$ cat src/rtl/run_limit_stuffer.sv
// -----------------------------------------------------------------------------
// run_limit_stuffer
//
// Purpose:
//   Serial bit stuffer. Forwards a stream of data bits and forces a
//   complementary stuff bit after every MAX_RUN equal consecutive output bits,
//   so the line never shows a run longer than MAX_RUN. Stuff bits start a new
//   run of length 1 that later equal data bits extend. Run tracking lives in
//   the bit stream, not in time: idle gaps do not reset it, only sync_clear
//   (start of frame) or reset does.
//
// Parameters:
//   MAX_RUN  longest run of equal output bits before a stuff bit (2..15)
//   CNT_W    width of the saturating stuff-event counter
//
// Ports:
//   clk          in   clock, rising edge
//   reset        in   asynchronous, active-low reset
//   in_valid     in   upstream bit valid
//   in_bit       in   upstream data bit
//   in_ready     out  block accepts in_bit this cycle (combinational)
//   out_valid    out  out_bit valid (registered)
//   out_bit      out  serial line bit (registered)
//   out_ready    in   downstream consumes out_bit this cycle
//   out_stuffed  out  current out_bit is an inserted stuff bit
//   sync_clear   in   synchronous start-of-frame, clears run tracking
//   stuff_count  out  saturating count of inserted stuff bits
//   dbg_state    out  output-register FSM state (0 EMPTY, 1 DATA, 2 STUFF)
//   dbg_run_len  out  current run length of the output stream
//   dbg_pending  out  a stuff bit is owed in the next output slot
//
// Handshake: a transfer happens on a rising edge where valid and ready are
// both high. in_ready never depends on in_valid; out_valid never depends on
// out_ready. Once out_valid is high, out_bit and out_stuffed hold until the
// edge where out_ready is also high.
// -----------------------------------------------------------------------------
module run_limit_stuffer #(
    parameter int MAX_RUN = 4,
    parameter int CNT_W   = 16
) (
    input  logic             clk,
    input  logic             reset,
    input  logic             in_valid,
    input  logic             in_bit,
    output logic             in_ready,
    output logic             out_valid,
    output logic             out_bit,
    input  logic             out_ready,
    output logic             out_stuffed,
    input  logic             sync_clear,
    output logic [CNT_W-1:0] stuff_count,
    output logic [1:0]       dbg_state,
    output logic [3:0]       dbg_run_len,
    output logic             dbg_pending
);

    // Output-register occupancy. pending_stuff is tracked separately: a stuff
    // bit can be owed while the register holds data or is empty.
    typedef enum logic [1:0] {
        EMPTY = 2'd0,
        DATA  = 2'd1,
        STUFF = 2'd2
    } state_t;

    localparam logic [3:0]       MAX_RUN_L = 4'(MAX_RUN);
    localparam logic [CNT_W-1:0] CNT_MAX   = {CNT_W{1'b1}};

    state_t     state;
    logic       last_bit;
    logic [3:0] run_len;
    logic       pending_stuff;

    logic       loadable;
    logic       in_xfer;
    logic [3:0] next_run;

    // The output register can take a new bit when it is empty or its current
    // bit is being consumed this cycle.
    assign loadable = ~out_valid | out_ready;

    // reset gates in_ready so nothing is acknowledged while held in reset.
    assign in_ready = reset & loadable & ~pending_stuff & ~sync_clear;
    assign in_xfer  = in_valid & in_ready;

    // Run length after accepting in_bit. run_len==0 means no bit seen since
    // reset or frame start, so the first bit always starts a run of 1.
    always_comb begin
        next_run = 4'd1;
        if ((run_len != 4'd0) && (in_bit == last_bit)) begin
            next_run = run_len + 4'd1;
        end
    end

    always_ff @(posedge clk or negedge reset) begin
        if (!reset) begin
            state         <= EMPTY;
            out_valid     <= 1'b0;
            out_bit       <= 1'b0;
            out_stuffed   <= 1'b0;
            last_bit      <= 1'b0;
            run_len       <= 4'd0;
            pending_stuff <= 1'b0;
            stuff_count   <= '0;
        end else if (sync_clear) begin
            // Frame start wins over any load: an owed stuff bit is dropped and
            // the run restarts. The register still drains its current bit.
            run_len       <= 4'd0;
            pending_stuff <= 1'b0;
            if (loadable) begin
                out_valid <= 1'b0;
                state     <= EMPTY;
            end
        end else if (loadable) begin
            if (pending_stuff) begin
                // Stuff slot: complement of the run just completed; it begins
                // a fresh run of length 1.
                out_bit       <= ~last_bit;
                out_stuffed   <= 1'b1;
                out_valid     <= 1'b1;
                state         <= STUFF;
                last_bit      <= ~last_bit;
                run_len       <= 4'd1;
                pending_stuff <= 1'b0;
                if (stuff_count != CNT_MAX) begin
                    stuff_count <= stuff_count + CNT_W'(1);
                end
            end else if (in_xfer) begin
                out_bit       <= in_bit;
                out_stuffed   <= 1'b0;
                out_valid     <= 1'b1;
                state         <= DATA;
                last_bit      <= in_bit;
                run_len       <= next_run;
                // Owe a stuff bit the moment the run reaches the limit so it
                // takes the very next output slot.
                pending_stuff <= (next_run == MAX_RUN_L);
            end else begin
                out_valid <= 1'b0;
                state     <= EMPTY;
            end
        end
        // Not loadable: output register and tracking hold.
    end

    assign dbg_state   = state;
    assign dbg_run_len = run_len;
    assign dbg_pending = pending_stuff;

endmodule

$ cat config.mk
export PLATFORM = sky130hd
export DESIGN_NAME = run_limit_stuffer
export DESIGN_NICKNAME = d
export VERILOG_FILES = /design/src/rtl/run_limit_stuffer.sv
export SDC_FILE = /design/constraint.sdc
export NUM_CORES = 1
export LEC_CHECK = 0
export CAP_MARGIN = 20
export CELL_PAD_IN_SITES_DETAIL_PLACEMENT = 1
export CELL_PAD_IN_SITES_GLOBAL_PLACEMENT = 2
export CORE_ASPECT_RATIO = 2
export CORE_MARGIN = 5
export CORE_UTILIZATION = 25
export CTS_CLUSTER_SIZE = 28
export DETAILED_ROUTE_END_ITERATION = 12
export DONT_BUFFER_PORTS = 1
export PLACE_DENSITY = 0.51
export SLEW_MARGIN = 5
export SYNTH_ARGS = -nofsm -noshare
export SYNTH_HDL_FRONTEND = slang
export SYNTH_SLANG_ARGS = --single-unit
$ cat constraint.sdc
create_clock -name clk -period 3.9 [get_ports clk]
set_input_delay 0.39 -clock clk [delete_from_list [all_inputs] [get_ports clk]]
set_output_delay 0.39 -clock clk [all_outputs]
set_load 0.05 [all_outputs]
==> summary.md <==
| Metric | Value |
|---|---|
| Remaining DRCs | 0 |
| Vias per cell | 5.31 |
| Max Transition Viols Final | 0 |
| Root Buffer | clkbuf_8 |
| DP Area | 1430 µm² |
| Worst-case reg-to-reg path depth | 5 |
| Pwr/cell area | 327 nW/µm² |
| Seq cells post-synth | 26 |
| Clock sink total | 26 |
| Vias in the first global route | 1147 |
| Syn_nets | 136 |
| Number of synthesized flops with an enable pin | 0 |
| Antenna Diode Count | 0 |
| Gate Count Post-Synth | 127 |
| Final ANT Viol Nets | 0 |
| I/O pin cnt | 33 |
| Die H | 114 µm |
| # fillers | 632 |
| Crit Path Max Fanout | 10 |
| Endpoint class of the critical path | flop |
| Placer Congestion | 0.740 |
| Nets | 142 |
| Max Cap Violations | 0 |
| Slew headroom | 56.8% |
| CTS tree | built |
| Max Clk Rate | 418 MHz |
| Async set-reset flop share out of synthesis | 100% |
| Simple-Gate Fraction of Synth Area | 25.3% |
| Share of layout cells above drive strength 1 | 12.1% |
| Design area | 1510 µm² |
| Compound-Gate Fraction of Synth Area | 9.73% |
| Detail Placement HPWL | 2880 µm |
| Port buffer count | 0 |
| Synth warn | 0 |
| Die X | 62.2 µm |
| CP startpoint | stuff_count[0] |
| DR iter-0 viols | 41 |
| Core Area | 5370 µm² |
| Post-CTS Setup Bufs | 0 |
| Worst EP required | 4.06 ns |
| H-tree depth | 1 |
| Post-synthesis average cell area | 10.7 µm² |
| Area Growth Syn to Fin | 10.9% |
| Mapped Area | 1360 µm² |
| FF-to-FF End | stuff_count[1] |
| Register area share after synthesis | 47.8% |
| Post-synth cell types | 43 |
| Adder-cell share of the synthesized area | 2.75% |
| Unrepaired setup endpoints after global routing | no |
| Initial Util | 25.4% |
| Rows | 38 |
| Layout Skew | 0.00542 ns |
| Hold Crit Class | primary input to flop |
| Initial DRT Pass Iterations | 2 |
| Reg-to-reg startpoint | stuff_count[0] |
| Place WS | 1.47 ns |
| Most common cell after layout, fill and taps aside | dfrtp_1 |
| Largest net degree at the start of global routing | 27 |
| Avg WL per Cell | 19.0 µm |
| CP Launch Type | flop |
| Crit share post-route | 61.3% |
| GRT Overall Usage | 10.8% |
| CTS Buf Count | 3 |
| Antenna violations before repair | 0 |
| Sum Neg Setup Slack | 0 ns |
| Synth Flop Type | dfrtp_1 |
| Worst-Skew Late Latency | 0.27 ns |
| Final setup margin | 1.51 ns |
| Max VDD drop | 0.158 mV |
| Most frequent cells in the layout | dfrtp_1, nand2_1, xor2_1 |
| Fin. Hold Viols | 0 |
| Crit path kind | flop to flop |
| Grt ovf | 0 |
| Register clock-pin slew on the reported worst setup and hold paths | 0.09 ns |
| Pleak | 0.691 nW |
| XOR/XNOR Fraction of Synth Area | 10.3% |
| Largest family of logic cells by synthesized area | simple AND/OR/NAND/NOR gates |
| Detailed-route via count | 1019 |
| Worst Path Arrival | 2.55 ns |
| Die area | 7120 µm² |
| First-pass GRT wire length | 6100 µm |
| End of the critical path | stuff_count[1] |
| R2R setup slack | 1.51 ns |
| Max Root-Sink Buffers | 2 |
| Status | complete, no violations |
| Total Wirelength | 3640 µm |
| Final Critical Period | 2.39 ns |
| Final setup viols | 0 |
| Worst slew pin tran | 0.644 ns |
| Post-synthesis mux area share | 1.93% |
[critical path, cell delays in order, from the launching register on]
cell and delay [ns]:
dfrtp_1 0.70, ha_1 0.33, nand4_4 0.16, nor4_4 0.66, nor2_2 0.11, mux2_4 0.32
[area by class of cell]
type                       instances  area [µm²]  area share, %
multi-input combinational         95         682           45.1
sequential                        26         651           43.0
tap                               60        75.1           4.97
clock buffer                       4        55.1           3.64
timing repair buffer               2        30.0           1.99
inverter                           5        18.8           1.24
[where the power goes]
group,internal (mW),switching [mW],leakage [nW]
Clock,0.0903,0.0868,0.0288
Sequential,0.273,0.0190,0.359
Combinational,0.00878,0.0170,0.303
[metal layers]
metal  up-vias  part of all wire, %  wire length, µm  GRT usage (%)
met2        23                   59             2150           21.3
met3         6                  5.5              200           2.85
met4         0                  2.1               76           4.63
met5         -                    0                0              0
met1       519                   33             1210           10.0
li1        471                    -                -              -
[synth_stat cells, types with 2 or more instances]
master,number,share of area (%)
nand2_1,12,3.3
nor2b_1,2,0.92
dfrtp_1,26,48
nor3_1,4,1.5
ha_1,3,2.8
nand3_1,6,2.2
inv_1,5,1.4
nor4_1,3,1.4
xnor2_1,5,3.2
a21oi_1,5,1.8
nor4b_2,2,2.2
o21ai_0,5,1.8
xor2_1,11,7.1
nor2_1,6,1.7
nand4_1,4,1.8
[registers in the layout, summed over array words and instances (netlist names)]
name / cells
out_stuffed: 1
last_bit: 1
out_valid: 1
stuff_count: 16
dbg_pending: 1
dbg_state: 2
dbg_run_len: 4
[worst min path at each step]
stage | startpoint | endpoint | cells past startpoint | slack (ns)
CTS | sync_clear | dbg_run_len[1] | 1 | 0.16
global placement | reset | stuff_count[9] | 0 | 0.1
detailed placement | reset | stuff_count[9] | 0 | 0.1
global route | sync_clear | dbg_run_len[1] | 1 | 0.16
floorplan | reset | dbg_pending | 0 | 0.09
finish | sync_clear | dbg_run_len[1] | 1 | 0.18
[stage by stage]
step | util [%] | power, mW | std cells | hold WS (ns)
after floorplan | - | 0.311 | 127 | 0.0944
after global placement | 26.5 | 0.315 | 186 | 0.0952
after detailed placement | 26.5 | 0.316 | 186 | 0.0952
after CTS | 28.1 | 0.507 | 192 | 0.165
after global routing | 28.1 | 0.524 | 192 | 0.156
final | 28.1 | 0.495 | 192 | 0.175
[repair_timing]
action,in CTS,in global routing
resized for setup,0,0
hold endpoints to repair,26,0
hold buffers,2,0
[cells by family (layout without fill, tap and decap cells)]
group / count (synthesis) / after routing
simple gates: 54 / 54
flops: 26 / 26
compound gates: 20 / 20
xor+xnor: 16 / 16
buf+inv: 6 / 11
fa+ha+maj: 3 / 3
mux: 2 / 2
Note: power is estimated with default switching activity, not from simulation.
